## src/rtl/cpu_axi_pkg.sv

```systemverilog
// Shared constants and helpers for the SRAM-like to AXI3 bridge.
// Fixed AXI attributes, port IDs, byte-strobe and clog2 helpers.
package cpu_axi_pkg;

    localparam int INST_ID = 0;
    localparam int DATA_ID = 1;

    localparam logic [1:0] AXI_BURST = 2'b01;
    localparam logic [1:0] AXI_LOCK  = 2'b00;
    localparam logic [3:0] AXI_CACHE = 4'b0000;
    localparam logic [2:0] AXI_PROT  = 3'b000;

    function automatic logic [3:0] size_to_wstrb(
        input logic [1:0] size,
        input logic [1:0] off
    );
        logic [3:0] s;
        case (size)
            2'd0:    s = 4'b0001 << off;
            2'd1:    s = 4'b0011 << {off[1], 1'b0};
            default: s = 4'b1111;
        endcase
        return s;
    endfunction

    function automatic int clog2(input int v);
        int r;
        r = 0;
        for (int i = 0; i < 32; i++)
            if ((1 << r) < v) r = r + 1;
        return r;
    endfunction

endpackage

```

## src/rtl/cpu_axi_bridge_ot_slot.sv

```systemverilog
// One-entry request register for an AXI address/data channel.
// free is high when the slot may take a new entry this cycle.
module axi_req_slot #(
    parameter int W = 8
) (
    input  logic         clk,
    input  logic         reset,
    input  logic         load,
    input  logic         ready,
    input  logic [W-1:0] din,
    output logic         valid,
    output logic [W-1:0] dout,
    output logic         free
);

    assign free = !valid || ready;

    always_ff @(posedge clk or posedge reset) begin
        if (reset) begin
            valid <= 1'b0;
            dout  <= '0;
        end else if (load) begin
            valid <= 1'b1;
            dout  <= din;
        end else if (ready) begin
            valid <= 1'b0;
        end
    end

endmodule

```

## src/rtl/cpu_axi_bridge_ot.sv

```systemverilog
// SRAM-like inst/data ports to one AXI3 master, several reads/writes in flight.
// Data reads and writes never overlap, so data responses stay in order.
module cpu_axi_bridge_ot
    import cpu_axi_pkg::*;
#(
    parameter int ADDR_W = 32,
    parameter int RD_OT  = 4,
    parameter int WR_OT  = 4,
    parameter int ID_W   = 4
) (
    input  logic              clk,
    input  logic              reset,
    input  logic              inst_req,
    input  logic              inst_wr,
    input  logic [1:0]        inst_size,
    input  logic [ADDR_W-1:0] inst_addr,
    input  logic [31:0]       inst_wdata,
    output logic              inst_addr_ok,
    output logic              inst_data_ok,
    output logic [31:0]       inst_rdata,
    input  logic              data_req,
    input  logic              data_wr,
    input  logic [1:0]        data_size,
    input  logic [ADDR_W-1:0] data_addr,
    input  logic [31:0]       data_wdata,
    output logic              data_addr_ok,
    output logic              data_data_ok,
    output logic [31:0]       data_rdata,
    output logic [ID_W-1:0]   arid,
    output logic [ADDR_W-1:0] araddr,
    output logic [7:0]        arlen,
    output logic [2:0]        arsize,
    output logic [1:0]        arburst,
    output logic [1:0]        arlock,
    output logic [3:0]        arcache,
    output logic [2:0]        arprot,
    output logic              arvalid,
    input  logic              arready,
    input  logic [ID_W-1:0]   rid,
    input  logic [31:0]       rdata,
    input  logic [1:0]        rresp,
    input  logic              rlast,
    input  logic              rvalid,
    output logic              rready,
    output logic [ID_W-1:0]   awid,
    output logic [ADDR_W-1:0] awaddr,
    output logic [7:0]        awlen,
    output logic [2:0]        awsize,
    output logic [1:0]        awburst,
    output logic [1:0]        awlock,
    output logic [3:0]        awcache,
    output logic [2:0]        awprot,
    output logic              awvalid,
    input  logic              awready,
    output logic [ID_W-1:0]   wid,
    output logic [31:0]       wdata,
    output logic [3:0]        wstrb,
    output logic              wlast,
    output logic              wvalid,
    input  logic              wready,
    input  logic [ID_W-1:0]   bid,
    input  logic [1:0]        bresp,
    input  logic              bvalid,
    output logic              bready
);

    localparam int RCW = clog2(RD_OT + 1);
    localparam int WCW = clog2(WR_OT + 1);
    localparam logic [RCW-1:0] RD_MAX = RCW'(RD_OT);
    localparam logic [WCW-1:0] WR_MAX = WCW'(WR_OT);
    localparam int ARW = ADDR_W + 3;

    logic [RCW-1:0] inst_rd_cnt, data_rd_cnt;
    logic [WCW-1:0] wr_cnt;

    logic ar_free, aw_free, w_free;
    logic ar_load, ar_is_data;
    logic data_rd_ok, data_wr_ok, inst_rd_ok;
    logic [ARW-1:0] ar_din, ar_q;
    logic [ADDR_W-1:0] aw_din, aw_q;
    logic [35:0] w_din, w_q;

    logic r_inst_hit, r_data_hit;
    logic inst_dec, data_dec, wr_dec;
    logic r_ok_q, b_ok_q;
    logic [ID_W-1:0] r_id_q;
    logic [31:0] r_data_q;

    logic unused_in;
    assign unused_in = ^{inst_wr, inst_wdata, rresp, rlast, bid, bresp};

    // Read/write exclusion on the data port keeps its responses ordered
    assign data_rd_ok = data_req && !data_wr && ar_free
                     && (data_rd_cnt < RD_MAX) && (wr_cnt == '0)
                     && !awvalid && !wvalid;
    assign inst_rd_ok = inst_req && ar_free
                     && (inst_rd_cnt < RD_MAX) && !data_rd_ok;
    assign data_wr_ok = data_req && data_wr && aw_free && w_free
                     && (wr_cnt < WR_MAX) && (data_rd_cnt == '0)
                     && !(arvalid && ar_is_data);

    assign inst_addr_ok = inst_rd_ok;
    assign data_addr_ok = data_rd_ok || data_wr_ok;

    assign ar_load = data_rd_ok || inst_rd_ok;
    assign ar_din  = data_rd_ok ? {1'b1, data_addr, data_size}
                                : {1'b0, inst_addr, inst_size};
    assign aw_din  = {data_addr[ADDR_W-1:2], 2'b00};
    assign w_din   = {data_wdata,
                      size_to_wstrb(data_size, data_addr[1:0])};

    axi_req_slot #(.W(ARW)) u_ar (
        .clk(clk), .reset(reset), .load(ar_load), .ready(arready),
        .din(ar_din), .valid(arvalid), .dout(ar_q), .free(ar_free)
    );

    axi_req_slot #(.W(ADDR_W)) u_aw (
        .clk(clk), .reset(reset), .load(data_wr_ok), .ready(awready),
        .din(aw_din), .valid(awvalid), .dout(aw_q), .free(aw_free)
    );

    axi_req_slot #(.W(36)) u_w (
        .clk(clk), .reset(reset), .load(data_wr_ok), .ready(wready),
        .din(w_din), .valid(wvalid), .dout(w_q), .free(w_free)
    );

    // awsize tracks the accepted size; it is sampled from the same request
    logic [1:0] aw_size_q;
    always_ff @(posedge clk or posedge reset) begin
        if (reset)
            aw_size_q <= 2'b00;
        else if (data_wr_ok)
            aw_size_q <= data_size;
    end

    assign ar_is_data = ar_q[ARW-1];
    assign arid    = ar_is_data ? ID_W'(DATA_ID) : ID_W'(INST_ID);
    assign araddr  = ar_q[ADDR_W+1:2];
    assign arsize  = {1'b0, ar_q[1:0]};
    assign arlen   = 8'd0;
    assign arburst = AXI_BURST;
    assign arlock  = AXI_LOCK;
    assign arcache = AXI_CACHE;
    assign arprot  = AXI_PROT;

    assign awid    = ID_W'(DATA_ID);
    assign awaddr  = aw_q;
    assign awsize  = {1'b0, aw_size_q};
    assign awlen   = 8'd0;
    assign awburst = AXI_BURST;
    assign awlock  = AXI_LOCK;
    assign awcache = AXI_CACHE;
    assign awprot  = AXI_PROT;

    assign wid   = ID_W'(DATA_ID);
    assign wdata = w_q[35:4];
    assign wstrb = w_q[3:0];
    assign wlast = 1'b1;

    assign rready = 1'b1;
    assign bready = 1'b1;

    assign r_inst_hit = rvalid && (rid == ID_W'(INST_ID));
    assign r_data_hit = rvalid && (rid != ID_W'(INST_ID));
    assign inst_dec = r_inst_hit && (inst_rd_cnt != '0);
    assign data_dec = r_data_hit && (data_rd_cnt != '0);
    assign wr_dec   = bvalid && (wr_cnt != '0);

    always_ff @(posedge clk or posedge reset) begin
        if (reset) begin
            inst_rd_cnt <= '0;
            data_rd_cnt <= '0;
            wr_cnt      <= '0;
        end else begin
            if (inst_rd_ok != inst_dec)
                inst_rd_cnt <= inst_rd_ok ? inst_rd_cnt + RCW'(1)
                                          : inst_rd_cnt - RCW'(1);
            if (data_rd_ok != data_dec)
                data_rd_cnt <= data_rd_ok ? data_rd_cnt + RCW'(1)
                                          : data_rd_cnt - RCW'(1);
            if (data_wr_ok != wr_dec)
                wr_cnt <= data_wr_ok ? wr_cnt + WCW'(1)
                                     : wr_cnt - WCW'(1);
            assert (!(r_inst_hit && inst_rd_cnt == '0));
            assert (!(r_data_hit && data_rd_cnt == '0));
            assert (!(bvalid && wr_cnt == '0));
        end
    end

    always_ff @(posedge clk or posedge reset) begin
        if (reset) begin
            r_ok_q   <= 1'b0;
            b_ok_q   <= 1'b0;
            r_id_q   <= '0;
            r_data_q <= '0;
        end else begin
            r_ok_q <= rvalid;
            b_ok_q <= bvalid;
            if (rvalid) begin
                r_id_q   <= rid;
                r_data_q <= rdata;
            end
        end
    end

    assign inst_data_ok = r_ok_q && (r_id_q == ID_W'(INST_ID));
    assign data_data_ok = (r_ok_q && (r_id_q != ID_W'(INST_ID))) || b_ok_q;
    assign inst_rdata   = r_data_q;
    assign data_rdata   = r_data_q;

endmodule

```

## config.mk

```make
export PLATFORM = sky130hd
export DESIGN_NAME = cpu_axi_bridge_ot
export DESIGN_NICKNAME = d
export VERILOG_FILES = /design/src/rtl/cpu_axi_pkg.sv /design/src/rtl/cpu_axi_bridge_ot_slot.sv /design/src/rtl/cpu_axi_bridge_ot.sv
export SDC_FILE = /design/constraint.sdc
export NUM_CORES = 1
export LEC_CHECK = 0
export ABC_AREA = 1
export CAP_MARGIN = 20
export CELL_PAD_IN_SITES_DETAIL_PLACEMENT = 1
export CELL_PAD_IN_SITES_GLOBAL_PLACEMENT = 1
export CORE_MARGIN = 10
export CORE_UTILIZATION = 27
export CTS_CLUSTER_SIZE = 14
export DETAILED_ROUTE_END_ITERATION = 12
export PLACE_DENSITY_LB_ADDON = 0.1
export REMOVE_ABC_BUFFERS = 1
export SETUP_SLACK_MARGIN = 0.05
export SYNTH_ARGS = -nofsm -noshare
export SYNTH_HDL_FRONTEND = slang
export SYNTH_HIERARCHICAL = 1
export SYNTH_SLANG_ARGS = --single-unit
```

## constraint.sdc

```tcl
create_clock -name clk -period 2.2 [get_ports clk]
set_input_delay 0.44 -clock clk [delete_from_list [all_inputs] [get_ports clk]]
set_output_delay 0.44 -clock clk [all_outputs]
set_load 0.01 [all_outputs]
```

==> summary.md, run 1 <==
| Metric | Value |
|---|---|
| Status | finished, final reports clean |
| Layout cells sized above 1 | 9.53% |
| Die ar. | 34900 um2 |
| Largest area contributor in the netlist | dfrtp_1 |
| Final Hold Viols | 0 |
| Switching Power | 0.00441 W |
| Row cnt | 61 |
| Reg power frac | 35.5% |
| Final Util | 41.3% |
| Clock power frac | 24.5% |
| Count of max-cap constraint violations | 0 |
| Io pins | 418 |
| Pwr/cell area | 1110 nW/um2 |
| CTS Buf Count | 17 |
| Net Sw Frac | 34.9% |
| Post-place instance area | 10800 um2 |
| Flops & latches, synth | 155 |
| DRT antenna net count | 0 |
| Mean Syn Cell Area | 8.22 um2 |
| Synth-to-layout area growth | 51.9% |
| # port buffers | 321 |
| GR Util All Layers | 15.3% |
| Via-to-Cell Ratio | 4.00 |
| GP Congestion | 0.743 |
| Fin nets | 1406 |
| Int Power | 0.00823 W |
| Met1 Use GR | 17.8% |
| XOR/XNOR share of the synthesized area | 0.349% |
| Worst setup margin | 181 ps |
| GRT overflow | 0 |
| Met2 usage | 26.0% |
| Synthesized cell area | 7520 um2 |
| Vias | 6438 |
| Core Area | 27600 um2 |
| Pleak | 5.72 nW |
| Startpoint type of the worst setup path | input port |
| Post-synthesis cell count | 915 |
| Tcrit/Tclk final | 91.8% |
| Clock sinks | 155 |
| DP HPWL | 20700 um |
| Hold Slack | 452 ps |
| Worst min-delay path category | input port to async pin |
| GRT Max-Usage Layer | met2 |
| Max Root-Sink Buffers | 2 |
| Filler cells | 3289 |
| Final wirelength | 27000 um |
| Die Span X | 187 um |
| H-tree depth | 4 |
| Fin area | 11400 um2 |
| Die height | 187 um |
| DRC violations left | 0 |
| Post-Layout Cell Count | 1608 |
| Main synth FF type | dfrtp_1 |
| RSZ-0062 raised after global routing | false |
| Post-Synth Adder-Cell Area | 0.699% |
| Antenna violations before repair | 3 |
| VDD IR max | 468 uV |
| Worst Skew | 12.8 ps |
| Multi-input gate area | 2740 um2 |
| Met3 Use GR | 5.82% |
| Logic gate share of total power | 40.0% |
| Vias in the first global route | 6983 |
| Initial core utilization | 27.2% |
| Worst EP required | 1760 ps |
| Fmax | 495 MHz |
| Sequential-to-total area share from yosys stat | 51.6% |
| Synth unique cells | 29 |
| Post-synthesis mux area share | 0% |
| Most frequent cells after synthesis | 515 x nand2_1, 155 x dfrtp_1, 93 x buf_4 |
| Area taken by flip-flops and latches | 3880 um2 |
| Pin count of the biggest net entering global routing | 50 |
| Reg2Reg Setup Slack | 390 ps |
| Placed cell count | 1574 |
| Crit Path Category | input port to output port |
| Post-CTS Setup Repair Bufs | 0 |
| CP arrival | 1580 ps |
| Crit. End Element | output port |
| Critical Path Fanout Max | 3 |
| Setup violations, final | 0 |
| WL/cell | 16.8 um |
| Area share of and/or/nand/nor cells after synthesis | 30.8% |
| DRC violation total after the first TritonRoute iteration | 269 |
| Min cycle time layout | 2020 ps |
| Pre-antenna DRT Iters | 4 |
| Worst skew pair latency | 430 ps |
| Dpl ws | -382 ps |
| Synth Area in Compound Gates | 1.45% |
| CTS tree | built |
| Clk root buf | clkbuf_16 |
| Clock transition at path regs | 70 ps |
| Synth top area share | 51.6% |
| Ys Warns | 6 |
| Largest cells by area after synthesis | dfrtp_1 52%, nand2_1 26%, buf_4 9.3% |
| Slew Limit Fails | 0 |
| Most common cell in the synthesized netlist | nand2_1 |
| Post-synth EDFFs | 0 |
| FFs w/ async S/R, synth | 100% |
| Largest family of logic cells by synthesized area | simple AND/OR/NAND/NOR gates |
| First-pass GRT wire length | 42300 um |
==> repair_timing <==
item / CTS / global route
pin swaps: 0 / 1
endpoints found under the hold margin: 0 / 0
resized for setup: 7 / 7
endpoints found under the setup margin: 23 / 5
hold buffers: 0 / 0
==> layout by cell type, fill, tap and decap left out, types with 2 or more instances in the layout <==
master	count
clkinv_4	3
nor2_1	8
inv_6	4
buf_12	11
nand2_2	35
fa_1	2
dfrtp_1	155
nand3_1	12
inv_1	27
buf_4	16
o21ai_0	9
bufinv_16	2
conb_1	56
nand2_1	514
diode_2	2
inv_8	5
nor2_2	4
clkdlybuf4s50_1	317
o21ai_2	4
clkinv_8	2
clkbuf_2	2
o21ai_1	2
xor2_1	3
clkbuf_16	17
inv_2	4
==> path summary, 6_finish.rpt <==
path                       cells past startpoint        endpoint    startpoint
setup / recovery                               7    inst_addr_ok       arready
hold / removal                                 2   u_ar/dout[26]         reset
setup reg to reg                              10  inst_rd_cnt[2]    u_ar/valid
hold reg to reg                                2    u_w/dout[27]  u_w/dout[27]
max in group asynchronous                      3     u_w/dout[0]         reset
min in group clk                               2    u_w/dout[27]  u_w/dout[27]
==> per-layer routing <==
layer	vias to the layer above	part of all wire, %
li1	3205	-
met1	3021	42
met2	192	49
met3	18	7.9
met4	2	1.2
met5	-	0.041
==> logic make-up after synthesis <==
kind of cell / after synthesis
AO/OA/AOI/OAI: 17
buffers and inverters: 157
flip-flops: 155
other: 2
adder cells (fa/ha/maj): 3
AND/OR/NAND/NOR: 578
XOR/XNOR: 3
==> area by class of cell <==
class,count,share of cell area (%)
well taps,378,4.14
diodes,2,0.0438
multi-input cells,657,24.0
flip-flops and latches,155,34.0
clock buffers,18,3.84
repair buffers,349,31.1
clock inverters,14,1.54
inverters,35,1.39
==> flip-flops by register name (all words and copies together) (netlist names) <==
signal	cells
u_aw/valid	1
u_ar/dout	35
data_rd_cnt	3
wr_cnt	3
u_w/valid	1
u_ar/valid	1
r_id_q	4
data_rdata	32
aw_size_q	2
r_ok_q	1
b_ok_q	1
inst_rd_cnt	3
u_w/dout	36
u_aw/dout	32
==> critical path: stages <==
cell	delay, ps
clkdlybuf4s50_1	450
inv_1	40
nand2_1	70
buf_4	120
nand3_1	150
nor2_2	160
clkbuf_2	160
==> stage by stage <==
step                      total power, W  TNS, ps
after floorplan                  0.00649   -13070
after global placement           0.00965   -11770
after detailed placement         0.00972   -13920
after CTS                         0.0129        0
after global routing              0.0136        0
final                             0.0126        0
==> power groups by stage <==
stage / registers [W] / logic (W) / clock network (W)
global placement: 0.00452 / 0.00512 / 0
detailed placement: 0.00454 / 0.00518 / 0
floorplan: 0.00493 / 0.00156 / 0
CTS: 0.00451 / 0.00520 / 0.00322
finish: 0.00449 / 0.00505 / 0.00310
global route: 0.00464 / 0.00559 / 0.00336
(Power assumes the default switching activity.)
==> inputs of run 2 (changes only) <==
--- a/config.mk
+++ b/config.mk
@@ -6,7 +6,6 @@
 export NUM_CORES = 1
 export LEC_CHECK = 0
 export ABC_AREA = 1
-export CAP_MARGIN = 20
 export CELL_PAD_IN_SITES_DETAIL_PLACEMENT = 1
 export CELL_PAD_IN_SITES_GLOBAL_PLACEMENT = 1
 export CORE_MARGIN = 10
==> constraint.sdc (replaced) <==
create_clock -name clk -period 2.3 [get_ports clk]
set_input_delay 0.46 -clock clk [delete_from_list [all_inputs] [get_ports clk]]
set_output_delay 0.46 -clock clk [all_outputs]
set_load 0.01 [all_outputs]
==> run 2 against run 1 <==
Against the previous run:
- hold slack worse by 23 ps
- routed wire length up 0.64%
- core utilization down 0.34 points
- die area unchanged
- non-clock buffer count unchanged
- critical path type unchanged
- highest routed layer unchanged
==> summary.md, run 2 (same netlist as run 1, synthesis figures left out) <==
| Metric | Value |
|---|---|
| Worst Skew | 18.8 ps (was 12.8 ps) |
| Setup violations, final | 0 (unchanged) |
| Count of max-cap constraint violations | 0 (unchanged) |
| Min cycle time layout | 2090 ps |
| Die Span X | 187 um (unchanged) |
| Vias in the first global route | 7044 (was 6983) |
| Most flop-heavy register | u_w/dout (unchanged) |
| Antenna violations before repair | 3 (unchanged) |
| Crit. End Element | output port (unchanged) |
| RSZ-0062 raised after global routing | false (unchanged) |
| CTS tree | built (unchanged) |
| Worst skew pair latency | 430 ps (about the same) |
| GR Util All Layers | 15.5% (was 15.3%) |
| First-pass GRT wire length | 42600 um (was 42300 um) |
| GRT overflow | 0 (unchanged) |
| Slew Limit Fails | 0 (unchanged) |
| Critical Path Fanout Max | 3 (unchanged) |
| # port buffers | 321 (unchanged) |
| CTS Buf Count | 17 (unchanged) |
| Clock transition at path regs | 60 ps (was 70 ps) |
| VDD IR max | 337 uV (was 468 uV) |
| Startpoint type of the worst setup path | input port (unchanged) |
| DRC violations left | 0 (unchanged) |
| Sum Neg Setup Slack | 0 ps (unchanged) |
| Tot Pwr | 0.0119 W (was 0.0126 W) |
| CP arrival | 1630 ps (was 1580 ps) |
| Most common cell after layout, fill and taps aside | nand2_1 (unchanged) |
| DRC violation total after the first TritonRoute iteration | 206 (was 269) |
| Vias | 6426 (was 6438) |
| Most frequent cells in the layout | 514 x nand2_1, 317 x clkdlybuf4s50_1, 155 x dfrtp_1 (unchanged) |
| Worst min-delay path category | input port to async pin (unchanged) |
| Die ar. | 34900 um2 (unchanged) |
| Status | finished, final reports clean (unchanged) |
| Least-Margin Pin Slew | 515 ps |
| Core Area | 27600 um2 (unchanged) |
| Hold Slack | 429 ps (was 452 ps) |
| Final Hold Viols | 0 (unchanged) |
| Worst EP required | 1840 ps (was 1760 ps) |
| Max Root-Sink Buffers | 2 (unchanged) |
| Pleak | 5.67 nW (was 5.72 nW) |
| Tcrit/Tclk final | 90.8% |
| Via-to-Cell Ratio | 4.00 (about the same) |
| Layout cells sized above 1 | 9.37% (was 9.53%) |
| H-tree depth | 4 (unchanged) |
| Crit Path Category | input port to output port (unchanged) |
| GP Congestion | 0.750 (was 0.743) |
| Clk root buf | clkbuf_16 (unchanged) |
| Pin count of the biggest net entering global routing | 42 (was 50) |
| Max reg flops | 36 (unchanged) |
| DRT antenna net count | 0 (unchanged) |
| Pre-antenna DRT Iters | 4 (unchanged) |
| Pwr/cell area | 1050 nW/um2 (was 1110 nW/um2) |
| Initial core utilization | 27.2% (unchanged) |
| DP HPWL | 20800 um (was 20700 um) |
| Largest registers | u_w/dout x36, u_ar/dout x35 (unchanged) |
| Final wirelength | 27200 um (was 27000 um) |
| Row cnt | 61 (unchanged) |
| Synth-to-layout area growth | 50.7% (was 51.9%) |
| Slew margin rel. | 65.7% |
| Io pins | 418 (unchanged) |
| Fmax | 479 MHz |
| Fin nets | 1406 (unchanged) |
| WL/cell | 16.9 um (was 16.8 um) |
| Die height | 187 um (unchanged) |
| Final Util | 41.0% (was 41.3%) |
| Clock sinks | 155 (unchanged) |
## run 2: layout make-up
type / count / area (um2)
well taps: 378 / 473
diodes: 3 / 7.51
clock buffers: 19 / 443
fillers: 3329 / 16300
multi-input cells: 657 / 2720
repair buffers: 349 / 3530
flip-flops and latches: 155 / 3880
inverters: 35 / 154
clock inverters: 12 / 116
## run 2: metal layers
metal	part of all wire, %	wire [um]	vias up	GRT usage [%]
li1	-	-	3197	-
met1	41	11100	3002	17.5
met2	49	13200	203	26.2
met3	9.0	2460	22	6.75
met4	1.4	388	2	4.09
met5	0.026	7	-	0
## run 2: per-stage QoR
stage               setup WS [ps]  cells  area (um2)
global route                 77.8   1605       11300
global placement             -287   1573       10800
finish                        211   1608       11300
floorplan                    -288    847        6750
detailed placement           -345   1573       10800
CTS                          55.4   1604       11300
## run 2: worst paths after layout
path	slack, ps	startpoint	cells past startpoint	endpoint
worst max-delay path	210	arready	10	data_addr_ok
worst min-delay path	430	reset	2	aw_size_q[0]
worst max register to register	390	u_ar/valid	11	u_ar/dout[31]
worst min register to register	470	u_w/dout[6]	2	u_w/dout[6]
max in group asynchronous	1340	reset	3	u_w/dout[30]
min in group clk	470	u_w/dout[6]	2	u_w/dout[6]
## run 2: critical path, stage by stage
cell             delay, ps
clkdlybuf4s50_1        460
inv_1                   40
nand2_1                 70
nand2_1                 50
inv_1                   80
nand3_4                100
nor2_8                 110
inv_2                   50
nand2_1                 70
clkbuf_2               140
## run 2: what timing repair did
| item | 4_1_cts | 5_1_grt |
|---|---|---|
| cloned | 0 | 0 |
| pin swaps | 0 | 1 |
| endpoints found under the setup margin | 4 | 39 |
| gates resized for setup | 4 | 6 |
| buffers inserted | 0 | 1 |
| hold buffers | 0 | 0 |
## run 2: report_power, final
group | switching, W | internal [W]
sequential | 0.000596 | 0.00369
clock | 0.00122 | 0.00152
combinational | 0.00234 | 0.00250
==> inputs of run 3 (changes only) <==
--- a/config.mk
+++ b/config.mk
@@ -12,6 +12,7 @@
 export CORE_UTILIZATION = 27
 export CTS_CLUSTER_SIZE = 14
 export DETAILED_ROUTE_END_ITERATION = 12
+export GPL_ROUTABILITY_DRIVEN = 0
 export PLACE_DENSITY_LB_ADDON = 0.1
 export REMOVE_ABC_BUFFERS = 1
 export SETUP_SLACK_MARGIN = 0.05
==> results of run 3 <==
Final layout, timing and power as in run 2 (identical DEF).
